**config.mk**
```make
export PLATFORM = sky130hd
export DESIGN_NAME = cpu_sequencer_flat
export DESIGN_NICKNAME = d
export VERILOG_FILES = /design/src/rtl/cpu_pkg.sv /design/src/rtl/cpu_sequencer_if.sv /design/src/rtl/wb_decoder.sv /design/src/rtl/cpu_sequencer.sv /design/src/flat_wrapper.sv
export SDC_FILE = /design/constraint.sdc
export NUM_CORES = 1
export LEC_CHECK = 0
export ABC_AREA = 0
export CAP_MARGIN = 20
export CORE_MARGIN = 2
export CORE_UTILIZATION = 43
export DETAILED_ROUTE_END_ITERATION = 7
export PLACE_DENSITY = 0.81
export SLEW_MARGIN = 30
export SYNTH_ARGS = -nofsm -noshare
export SYNTH_HDL_FRONTEND = slang
export SYNTH_HIERARCHICAL = 1
export SYNTH_SLANG_ARGS = --single-unit
```
**constraint.sdc**
```tcl
create_clock -name clk -period 2.95 [get_ports clk]
set_clock_uncertainty 0.05 [all_clocks]
set_input_delay 0.59 -clock clk [delete_from_list [all_inputs] [get_ports clk]]
set_output_delay 0.59 -clock clk [all_outputs]
set_load 0.02 [all_outputs]
```
**src/rtl/cpu_pkg.sv**
```systemverilog
// Shared constants and types for the cpu_sequencer slice: widths, opcodes,
// instruction field positions and sequencer state encoding.
package cpu_pkg;

  localparam int WORD_W    = 20;
  localparam int MEM_DEPTH = 32;

  localparam logic [4:0] OP_NOP  = 5'd0;
  localparam logic [4:0] OP_BEQZ = 5'd29;
  localparam logic [4:0] OP_JMP  = 5'd30;
  localparam logic [4:0] OP_HALT = 5'd31;

  localparam int FIELD_W    = 5;
  localparam int OPC_LSB    = 0;
  localparam int ADDR_A_LSB = 5;
  localparam int ADDR_B_LSB = 10;
  localparam int ADDR_W_LSB = 15;

  typedef logic [2:0] state_t;

  localparam state_t ST_IDLE    = 3'd0;
  localparam state_t ST_FETCH   = 3'd1;
  localparam state_t ST_DECODE  = 3'd2;
  localparam state_t ST_EXECUTE = 3'd3;
  localparam state_t ST_WB      = 3'd4;
  localparam state_t ST_HALTED  = 3'd5;

  function automatic logic [15:0] sat_inc16(input logic [15:0] v);
    return (v == 16'hFFFF) ? v : v + 16'd1;
  endfunction

endpackage

```
**src/rtl/cpu_sequencer_if.sv**
```systemverilog
// Control/status bundle between the sequencer and its program memory,
// ALU and register file; master drives the inputs of the sequencer.
interface cpu_sequencer_if #(
  parameter int WORD_W = 20
) ();
  logic              start;
  logic              stop;
  logic [WORD_W-1:0] instr;
  logic              alu_done;
  logic              alu_zero;
  logic [WORD_W-1:0] pc;
  logic [WORD_W-1:0] ir;
  logic              alu_start;
  logic [4:0]        alu_op;
  logic [31:0]       reg_we;
  logic              busy;
  logic              halted;
  logic [15:0]       retired;

  modport master (
    output start, stop, instr, alu_done, alu_zero,
    input  pc, ir, alu_start, alu_op, reg_we, busy, halted, retired
  );

  modport slave (
    input  start, stop, instr, alu_done, alu_zero,
    output pc, ir, alu_start, alu_op, reg_we, busy, halted, retired
  );
endinterface

```
**src/rtl/wb_decoder.sv**
```systemverilog
// 5-to-32 one-hot decoder with enable; drives the register write strobes.
module wb_decoder (
  input  logic        en,
  input  logic [4:0]  sel,
  output logic [31:0] onehot
);

  always_comb begin
    onehot = '0;
    if (en) onehot[sel] = 1'b1;
  end

endmodule

```
**src/rtl/cpu_sequencer.sv**
```systemverilog
// Multi-cycle instruction sequencer: fetch/decode/execute/writeback with
// ALU handshake, stop-at-boundary request and saturating retire counter.
//
//   state      | meaning
//   -----------+--------------------------------------------------------
//   ST_IDLE    | not running; start launches from pc 0
//   ST_FETCH   | latch instr into ir
//   ST_DECODE  | dispatch: HALT/JMP/BEQZ/NOP finish here, others to ALU
//   ST_EXECUTE | alu_start on entry cycle, then wait for alu_done
//   ST_WB      | one-hot write strobe, pc advance, retire
//   ST_HALTED  | stopped by HALT; start relaunches from pc 0
module cpu_sequencer
  import cpu_pkg::*;
#(
  parameter int WORD_W    = cpu_pkg::WORD_W,
  parameter int MEM_DEPTH = cpu_pkg::MEM_DEPTH
) (
  input  logic            clk,
  input  logic            rst_n,
  cpu_sequencer_if.slave  bus
);

  localparam logic [4:0] PC_LAST = 5'(MEM_DEPTH - 1);

  state_t            state;
  logic [4:0]        pc_q;
  logic [WORD_W-1:0] ir_q;
  logic [15:0]       retired_q;
  logic              zflag;
  logic              stop_pend;
  logic              exec_first;

  logic [4:0] opcode;
  logic [4:0] addr_w;
  logic [4:0] pc_seq;
  logic       busy_int;

  assign opcode   = ir_q[OPC_LSB +: FIELD_W];
  assign addr_w   = ir_q[ADDR_W_LSB +: FIELD_W];
  assign pc_seq   = (pc_q == PC_LAST) ? 5'd0 : pc_q + 5'd1;
  assign busy_int = (state == ST_FETCH) || (state == ST_DECODE) ||
                    (state == ST_EXECUTE) || (state == ST_WB);

  always_ff @(posedge clk or negedge rst_n) begin
    if (!rst_n) begin
      state      <= ST_IDLE;
      pc_q       <= 5'd0;
      ir_q       <= '0;
      retired_q  <= 16'd0;
      zflag      <= 1'b0;
      stop_pend  <= 1'b0;
      exec_first <= 1'b0;
    end else begin
      // Later assignments in the case below (IDLE entry, start) override this.
      if (busy_int && bus.stop) stop_pend <= 1'b1;
      exec_first <= 1'b0;

      case (state)
        ST_IDLE, ST_HALTED: begin
          if (bus.start) begin
            pc_q      <= 5'd0;
            retired_q <= 16'd0;
            zflag     <= 1'b0;
            stop_pend <= 1'b0;
            state     <= ST_FETCH;
          end
        end

        ST_FETCH: begin
          ir_q  <= bus.instr;
          state <= ST_DECODE;
        end

        ST_DECODE: begin
          case (opcode)
            OP_HALT: state <= ST_HALTED;
            OP_JMP, OP_BEQZ, OP_NOP: begin
              if (opcode == OP_JMP || (opcode == OP_BEQZ && zflag))
                pc_q <= addr_w;
              else
                pc_q <= pc_seq;
              retired_q <= sat_inc16(retired_q);
              if (stop_pend) begin
                stop_pend <= 1'b0;
                state     <= ST_IDLE;
              end else begin
                state <= ST_FETCH;
              end
            end
            default: begin
              exec_first <= 1'b1;
              state      <= ST_EXECUTE;
            end
          endcase
        end

        ST_EXECUTE: begin
          // The launch cycle never completes, even if alu_done is already high.
          if (!exec_first && bus.alu_done) begin
            zflag <= bus.alu_zero;
            state <= ST_WB;
          end
        end

        ST_WB: begin
          pc_q      <= pc_seq;
          retired_q <= sat_inc16(retired_q);
          if (stop_pend) begin
            stop_pend <= 1'b0;
            state     <= ST_IDLE;
          end else begin
            state <= ST_FETCH;
          end
        end

        default: state <= ST_IDLE;
      endcase
    end
  end

  wb_decoder u_wb_decoder (
    .en     (state == ST_WB),
    .sel    (addr_w),
    .onehot (bus.reg_we)
  );

  assign bus.pc        = {{(WORD_W-5){1'b0}}, pc_q};
  assign bus.ir        = ir_q;
  assign bus.alu_start = (state == ST_EXECUTE) && exec_first;
  assign bus.alu_op    = (state == ST_EXECUTE) ? opcode : 5'd0;
  assign bus.busy      = busy_int;
  assign bus.halted    = (state == ST_HALTED);
  assign bus.retired   = retired_q;

endmodule
```
**src/flat_wrapper.sv**
```systemverilog
// flat-port wrapper written by rule: the top's interface ports become plain ports
module cpu_sequencer_flat import cpu_pkg::*;
#(
  parameter int WORD_W    = cpu_pkg::WORD_W,
  parameter int MEM_DEPTH = cpu_pkg::MEM_DEPTH
)
  (clk, rst_n, bus_start, bus_stop, bus_instr, bus_alu_done, bus_alu_zero, bus_pc, bus_ir, bus_alu_start, bus_alu_op, bus_reg_we, bus_busy, bus_halted, bus_retired);
  cpu_sequencer_if #(.WORD_W(WORD_W)) bus_i ();
  input  logic clk;
  input  logic rst_n;
  input wire logic [$bits(bus_i.start)-1:0] bus_start;
  input wire logic [$bits(bus_i.stop)-1:0] bus_stop;
  input wire logic [$bits(bus_i.instr)-1:0] bus_instr;
  input wire logic [$bits(bus_i.alu_done)-1:0] bus_alu_done;
  input wire logic [$bits(bus_i.alu_zero)-1:0] bus_alu_zero;
  output wire logic [$bits(bus_i.pc)-1:0] bus_pc;
  output wire logic [$bits(bus_i.ir)-1:0] bus_ir;
  output wire logic [$bits(bus_i.alu_start)-1:0] bus_alu_start;
  output wire logic [$bits(bus_i.alu_op)-1:0] bus_alu_op;
  output wire logic [$bits(bus_i.reg_we)-1:0] bus_reg_we;
  output wire logic [$bits(bus_i.busy)-1:0] bus_busy;
  output wire logic [$bits(bus_i.halted)-1:0] bus_halted;
  output wire logic [$bits(bus_i.retired)-1:0] bus_retired;
  assign bus_i.start = bus_start;
  assign bus_i.stop = bus_stop;
  assign bus_i.instr = bus_instr;
  assign bus_i.alu_done = bus_alu_done;
  assign bus_i.alu_zero = bus_alu_zero;
  assign bus_pc = bus_i.pc;
  assign bus_ir = bus_i.ir;
  assign bus_alu_start = bus_i.alu_start;
  assign bus_alu_op = bus_i.alu_op;
  assign bus_reg_we = bus_i.reg_we;
  assign bus_busy = bus_i.busy;
  assign bus_halted = bus_i.halted;
  assign bus_retired = bus_i.retired;
  cpu_sequencer #(.WORD_W(WORD_W), .MEM_DEPTH(MEM_DEPTH)) u_core (.clk(clk), .rst_n(rst_n), .bus(bus_i));
endmodule
```
## After elaboration in Yosys (flattened, before gate mapping)

Cells that the tools add are included.

- Register bits after elaboration: 47
- Output and inout port bits: 96
- Logic and storage cells: 72

- Add/subtract/negate cells: 2
- Magnitude comparators: 2
- Eq/ne operators: 13
- Muxes and demuxes: 28
- Reduce and logical (&&, ||, !) cells: 20

Operators with widths:

| kind | count |
|---|---|
| 16-bit 2-to-1 mux | 3 |
| 16-bit case mux with 3 select lines | 1 |
| 32-bit 2-to-1 mux | 1 |
| 5-bit 2-to-1 mux | 5 |
| 5-bit equality test, second input constant | 4 |
| 16-bit by 1-bit adder with 16-bit output, second input constant | 1 |
| 16-bit equality test, second input constant | 1 |
| 3-bit case mux with 5 select lines | 1 |
| 5-bit case mux with 3 select lines | 1 |
| 1-bit 2-to-1 mux | 10 |
| 3-bit by 2-bit equality test with 1-bit output, second input constant | 2 |
| 3-bit equality test, second input constant | 2 |
| 5-bit by 6-bit < comparator with 1-bit output, second input constant | 1 |
| 3-bit 2-to-1 mux | 2 |
| 3-bit case mux with 2 select lines | 1 |
| 3-bit AND reduction | 2 |
| 5-bit by 1-bit adder with 5-bit output, second input constant | 1 |
| 1-bit demux with 5-bit select | 1 |
| 5-bit by 1-bit greater-or-equal comparator with 1-bit output, second input constant | 1 |
| 1-bit logical AND | 5 |
| 5-bit zero test | 1 |
| 1-bit logical OR | 4 |
| 2-bit != test, second input constant | 2 |
| 4-bit OR reduction | 1 |
| 11 further kinds | 11 |

## Longest topological paths before layout

- Word-level depth: 9
- Mapped depth: 8
- Gate-level depth less buffers: 6

## Hierarchy

The synthesis kept the hierarchy.

By module, submodules not included:

| module | times used | cells an instance | area an instance (µm²) | seq. area each (µm²) |
|---|---|---|---|---|
| cpu_sequencer | 1 | 268 | 2683.8 | 1176.1 |
| wb_decoder | 1 | 47 | 230.2 | 0.0 |

## Least setup slack after synthesis

No wires, ideal clock.

- Kind: reg2out
- Start: reg u_core.state[2]
- End: out bus_reg_we[0]
- Data arrival time: 1.923 ns
- Setup slack: 0.387 ns
- Cell stages (with the launch flop): 7
- Cells stage by stage: dfrtp_1 buf_2 clkbuf_1 nand2_1 inv_1 or4b_1 nor2_1

- Cells in the longest elaborated chain, start to end: 2

RTL lines:

| element | line | text |
|---|---|---|
| from (decl) | cpu_sequencer.sv:25 | `state_t state;` |
| from (signal assigned) | cpu_sequencer.sv:46 | `state <= ST_IDLE;` |
| from (signal assigned) | cpu_sequencer.sv:65 | `state <= ST_FETCH;` |
| from (signal assigned) | cpu_sequencer.sv:71 | `state <= ST_DECODE;` |
| 3-bit equality test | cpu_sequencer.sv:122 | `.en (state == ST_WB),` |
| 32-bit 2-to-1 mux | wb_decoder.sv:10 | `if (en) onehot[sel] = 1'b1;` |
| to (decl) | flat_wrapper.sv:20 | `output wire logic [$bits(bus_i.reg_we)-1:0] bus_reg_we;` |

No other way between the ends.

## Worst setup path after layout

- Start: reg u_core.state[0]
- End: out bus_reg_we[20]

Same word-level chain as after synthesis.

==> metrics <==
WP data arrival=~2200 ps; gr usage total=between 10% and 20%; RSZ-0062 raised after global routing=no; number of synthesized register bits=47; final core occ=~62%; Final setup viols=0; largest net degree at the start of global routing=48; setup TNS=0 ps; Worst EP required=2310 ps; I/O pin total=about 120; vias in the first global route=2639; startpoint types=flop; Relative slew margins=40.3%; Max-cap violations=0; max-slew violations=0; CTS sink count=47; pwr dens=roughly 850 nW/µm²; crit share post-route=94.8%; Period minus WS final=around 2800 ps; Lkg Pwr=between 2 and 2.5 nW; fmax=358 MHz; remaining global-route overflow=0; initial antenna violation count=0; Nets=448; layout cell share with drive strength beyond 1=10.3%; DR WL/cell=15.5 µm; Core Box Area=6680 µm²; Clk Latency, worst-skew pair=290 ps; worst hold slack=243 ps; first-pass GRT wire length=12300 µm; n_diodes=0; quantity of I/O buffers inserted on ports=106; synthesized area per cell=9.25 µm²; initial core utilization=43.6%; most common cell after layout, fill and taps aside=clkdlybuf4s50_1; CP Class=flop to primary output; DR pass1 iterations=4; mapped cell area=2910 µm²; detailed placement HPWL=5640 µm; clock buffer depth=2; DRT Wirelength=7700 µm; final hold vios=0; Syn-to-layout area delta=41.7%; footprint of the multi-input gates=1580 µm²; YS warnings=6; die width=86.3 µm; Setup Fix Bufs, Post-CTS=0; die area=around 7500 µm²; Vias=2787; Seq/Total Area, Yosys=40.4%; root buffer cell=clkbuf_8; via/cell ratio=5.60; CTS clk-pin slew, worst paths=80 ps; Setup crit end kind=primary output; Post-DRT Antenna Nets=0; CP max FO=7; outcome=completed; TritonCTS Buffers=5; VDD IR-drop max=535 µV; total chip power=0.00352 W; H-tree Lvls=2; Initial DRC Count=162; row cnt=30; Main synth FF type=dfrtp_1; number of synthesized flops with an enable pin=0; CTS tree=built; height of the chip=86.3 µm; post-synth cell types=57; Post-synth ARST share=100%; Fill cells=563; gpl congestion=0.867; commonest non-fill, non-tap cells in the layout=clkdlybuf4s50_1 (75), dfrtp_1 (47), nor2_1 (41); worst min path class=primary input to async pin; # DRC=0; cells after synthesis=roughly 320; actual slew at the worst max-slew pin=884 ps; FF+latch area=roughly 1200 µm²
==> repair_timing <==
item,CTS,global route
endpoints found under the setup margin,4,26
hold endpoints to repair,0,0
pin swaps,0,0
gates resized for setup,4,26
hold buffers,0,0
==> critical path, cell delays in order, from the launching register on <==
cell and delay [ps]:
dfrtp_1 380, nor2_1 170, nand2_1 160, inv_1 100
buf_4 150, nand4b_1 170, nor2_1 120, clkdlybuf4s50_1 610
==> logic make-up after synthesis <==
logic type	Yosys count	synth area share, %
AOI/OAI and AO/OA	65	15.1
xor gates and xnor gates	5	1.50
adders and majority gates	3	1.29
buffers and inverters	37	7.34
DFF	47	40.4
muxes	22	8.46
other	1	0.129
and+or+nand+nor	135	25.8
==> worst paths after layout <==
kind                                        from                      to  slack [ps]  cells past startpoint
setup / recovery                 u_core/state[0]          bus_reg_we[20]         150                      7
hold / removal                             rst_n   u_core/bus.retired[6]         240                      1
setup reg to reg           u_core/bus.retired[0]  u_core/bus.retired[15]         400                      7
hold reg to reg                 u_core/bus.ir[7]        u_core/bus.ir[7]         460                      1
max in group asynchronous                  rst_n        u_core/bus.ir[6]        2190                      1
min in group clk                u_core/bus.ir[7]        u_core/bus.ir[7]         460                      1
==> stage by stage <==
| stage | cell area, µm² | setup WS [ps] | instances |
|---|---|---|---|
| after global routing | 4130 | 2.07 | 498 |
| after floorplan | 2970 | 387 | 329 |
| final | 4130 | 155 | 498 |
| after CTS | 4070 | 83.2 | 498 |
| after detailed placement | 4000 | 271 | 492 |
| after global placement | 4000 | 311 | 492 |
==> routing by layer <==
metal  wire length, µm  part of all wire (%)  vias up  GRT usage, %
met3               411                   5.3        9          3.24
li1                  -                     -     1338             -
met2              3820                    50       97          34.1
met4               108                   1.4        0          4.97
met5                 0                     0        -             0
met1              3360                    44     1343          26.4
==> registers in the layout (all words and copies together) (netlist names) <==
name	cells
u_core/bus.ir	20
u_core/bus.retired	16
u_core/exec_first	1
u_core/pc_q	5
u_core/state	3
u_core/stop_pend	1
u_core/zflag	1
==> report_power, final <==
group | internal, W | switching [W]
logic | 0.000960 | 0.00113
clock network | 0.000158 | 0.000197
registers | 0.000867 | 0.000211
total | 0.00199 | 0.00154
==> final cells by class <==
cell class	count	share of cell area, %
inverters	5	0.454
repair buffers	115	28.7
clock buffers	6	1.76
flip-flops and latches	47	28.5
well taps	80	2.42
multi-input cells	245	38.2
==> cells in the mapped netlist, types with 3 or more instances <==
master / instances / area (µm²)
dfrtp_1: 47 / 1180
nor2_1: 41 / 154
mux2_2: 21 / 236
nand2_1: 21 / 78.8
buf_4: 15 / 113
o21ai_0: 14 / 70.1
a21oi_1: 13 / 65.1
o31ai_1: 13 / 97.6
and3_1: 11 / 68.8
clkbuf_1: 11 / 41.3
nand3_1: 9 / 45.0
or4_1: 8 / 60.1
nand4_1: 6 / 37.5
inv_1: 5 / 18.8
nand2b_1: 5 / 31.3
nor4_1: 5 / 31.3
o22ai_1: 5 / 31.3
nand4b_1: 4 / 35.0
nor2b_1: 4 / 25.0
buf_2: 3 / 15.0
ha_1: 3 / 37.5
nand4bb_1: 3 / 33.8
xnor2_1: 3 / 26.3
Note: power is estimated with default switching activity, not from simulation.
==> RTL change (same flow settings) <==
Reset style: synchronous (`rst_n`), changed in one clocked block.
--- a/src/rtl/cpu_sequencer.sv
+++ b/src/rtl/cpu_sequencer.sv
@@ -43,3 +43,3 @@
 
-  always_ff @(posedge clk or negedge rst_n) begin
+  always_ff @(posedge clk) begin
     if (!rst_n) begin
Formal check against the unedited RTL: differs if rst_n is asserted again (counterexample within 4 cycles, from zero or initial values and one cycle with rst_n low); with rst_n held inactive, the same outputs for 10 cycles.
==> RTL change against the unedited design <==
Sequential cell count is the same. Worst setup slack got worse by 0.0010 ns. Non-clock buffer count up 2. Largest cell class unchanged. Routed wire length grew 7.5%. Register-to-register slack better by 0.08 ns. Area after synthesis up 0.56%. Count of clock-buffer cells in the layout stayed put. Die area rose by 0.53%. Via count is 14% higher. Highest routed layer unchanged. Critical path type unchanged. Cell area grew 0.18%.
Power is not compared: it rests on default switching activity, and its combinational part moved more than twofold at a synthesized area within 25%.
==> RTL change: results (changes against the unedited design) <==
Metal2 WL = 4015 µm (+5.0%)
Asr flop ratio synth = 0% (-100 points)
CP delay by family, top = simple AND/OR/NAND/NOR gates
Most frequent cells after synthesis = nand2_1 (64), nor2_1 (48), dfxtp_1 (47)
Fin cells = 565 (+13%)
DR WL met3 = 583 µm (+42%)
Post-place instance area = 4020 µm² (+0.56%)
First-pass GRT wire length = 13110 µm (+6.6%)
# nets final = 513 (+15%)
Prevailing post-synth register cell = dfxtp_1
Multi-input gates = 307 (+25%)
Cells after synthesis = 384 (+22%)
Critical R2R Capture = u_core/bus.retired[14]$_SDFFE_PN0P_
Metal1 wirelength = 3587 µm (+6.8%)
Resized cells post-CTS = 0 (-4)
Slew @ Worst Pin = 0.8017 ns (-0.08220 ns)
GR Util All Layers = 21.44% (+1.5 points)
Share of cells above drive strength 1 = 7.216% (-3.1 points)
# fillers = 594 (+5.5%)
Critical Path Start = u_core/state[1]$_SDFFE_PN0P_
Repair and plain buffers = 117 (+1.7%)
Global Route met1 Usage = 27.83% (+1.4 points)
Longest Clk Path Bufs = 2 (unchanged)
Setup Fix Bufs, Post-CTS = 0 (unchanged)
Seq area share = 22.74% (-5.7 points)
CP endpoint = bus_reg_we[3]
GPL Wtd Cong = 0.8614 (-0.67%)
Vias in the first global route = 2724 (+3.2%)
Synth cell types = 62 (+8.8%)
Drt pass-1 iters = 5 (+1)
Final Core Density = 61.93% (+0.11 points)
Signal buf overhead = 27.64% (-1.1 points)
R2r setup slk = 0.48 ns (+0.08 ns)
Sequential element share of the synthesized area = 32.11% (-8.3 points)
Crit-path max FO = 4 (-3)
Detailed Route Iter0 Violations = 235 (+45%)
Class of the most critical hold timing path = flip-flop to flip-flop
Met3 Track Usage GR = 3.905% (+0.67 points)
Dpl cells = 557 (+13%)
Met2 usage = 36.50% (+2.4 points)
Inverters = 6 (+1)
CP arrival = 2.16 ns (about the same)
Status = complete, no violations
Multi-input gate area = 1813 µm² (+15%)
DR vias = 3170 (+14%)
Critical R2R Launch = u_core/state[1]$_SDFFE_PN0P_
Clk tree area frac = 2.842% (+1.1 points)
Dpl hpwl = 6026 µm (+6.9%)
Largest net degree at the start of global routing = 25 (-48%)
DP Worst Slack = 0.3133 ns (+0.04272 ns)
==> RTL change: changes by cell type after synthesis, sizes merged, moves of 8 or more <==
cell	before	now
nand2	21	64
dfxtp	0	47
mux2	21	0
mux2i	1	13
o31ai	13	0
dfrtp	47	0
a21oi	13	30
a211oi	0	8
nand2b	5	14
==> RTL change: worst min path at each step <==
| stage | start | end | slack (ns) | cells after the start |
|---|---|---|---|---|
| 2_1_floorplan | u_core/zflag$_SDFFE_PN0P_ | u_core/zflag$_SDFFE_PN0P_ | 0.40 | 2 |
| 3_3_place_gp | u_core/bus.ir[13]$_SDFFE_PN0N_ | u_core/bus.ir[13]$_SDFFE_PN0N_ | 0.39 | 2 |
| 3_5_place_dp | u_core/bus.ir[6]$_SDFFE_PN0N_ | u_core/bus.ir[6]$_SDFFE_PN0N_ | 0.40 | 2 |
| 6_report | u_core/bus.ir[13]$_SDFFE_PN0N_ | u_core/bus.ir[13]$_SDFFE_PN0N_ | 0.41 | 2 |
| 4_1_cts | u_core/bus.ir[6]$_SDFFE_PN0N_ | u_core/bus.ir[6]$_SDFFE_PN0N_ | 0.41 | 2 |
| 5_1_grt | u_core/bus.ir[5]$_SDFFE_PN0N_ | u_core/bus.ir[5]$_SDFFE_PN0N_ | 0.43 | 2 |
==> RTL change: kinds of logic after synthesis <==
kind of cell    synth area share, %
simple gates                  31.43
other cells                  0.1280
fa+ha+maj                     1.623
compound gates                20.79
flops                         32.11
buf+inv                       7.984
xor+xnor                      1.495
mux                           4.440
==> RTL change: power by group through the flow <==
stage	Sequential, mW	Combinational, mW	Clock [mW]
CTS	0.738	0.612	0.504
global route	0.746	0.668	0.534
finish	0.737	0.614	0.494
global placement	0.750	0.595	0
floorplan	0.793	0.363	0
detailed placement	0.753	0.610	0
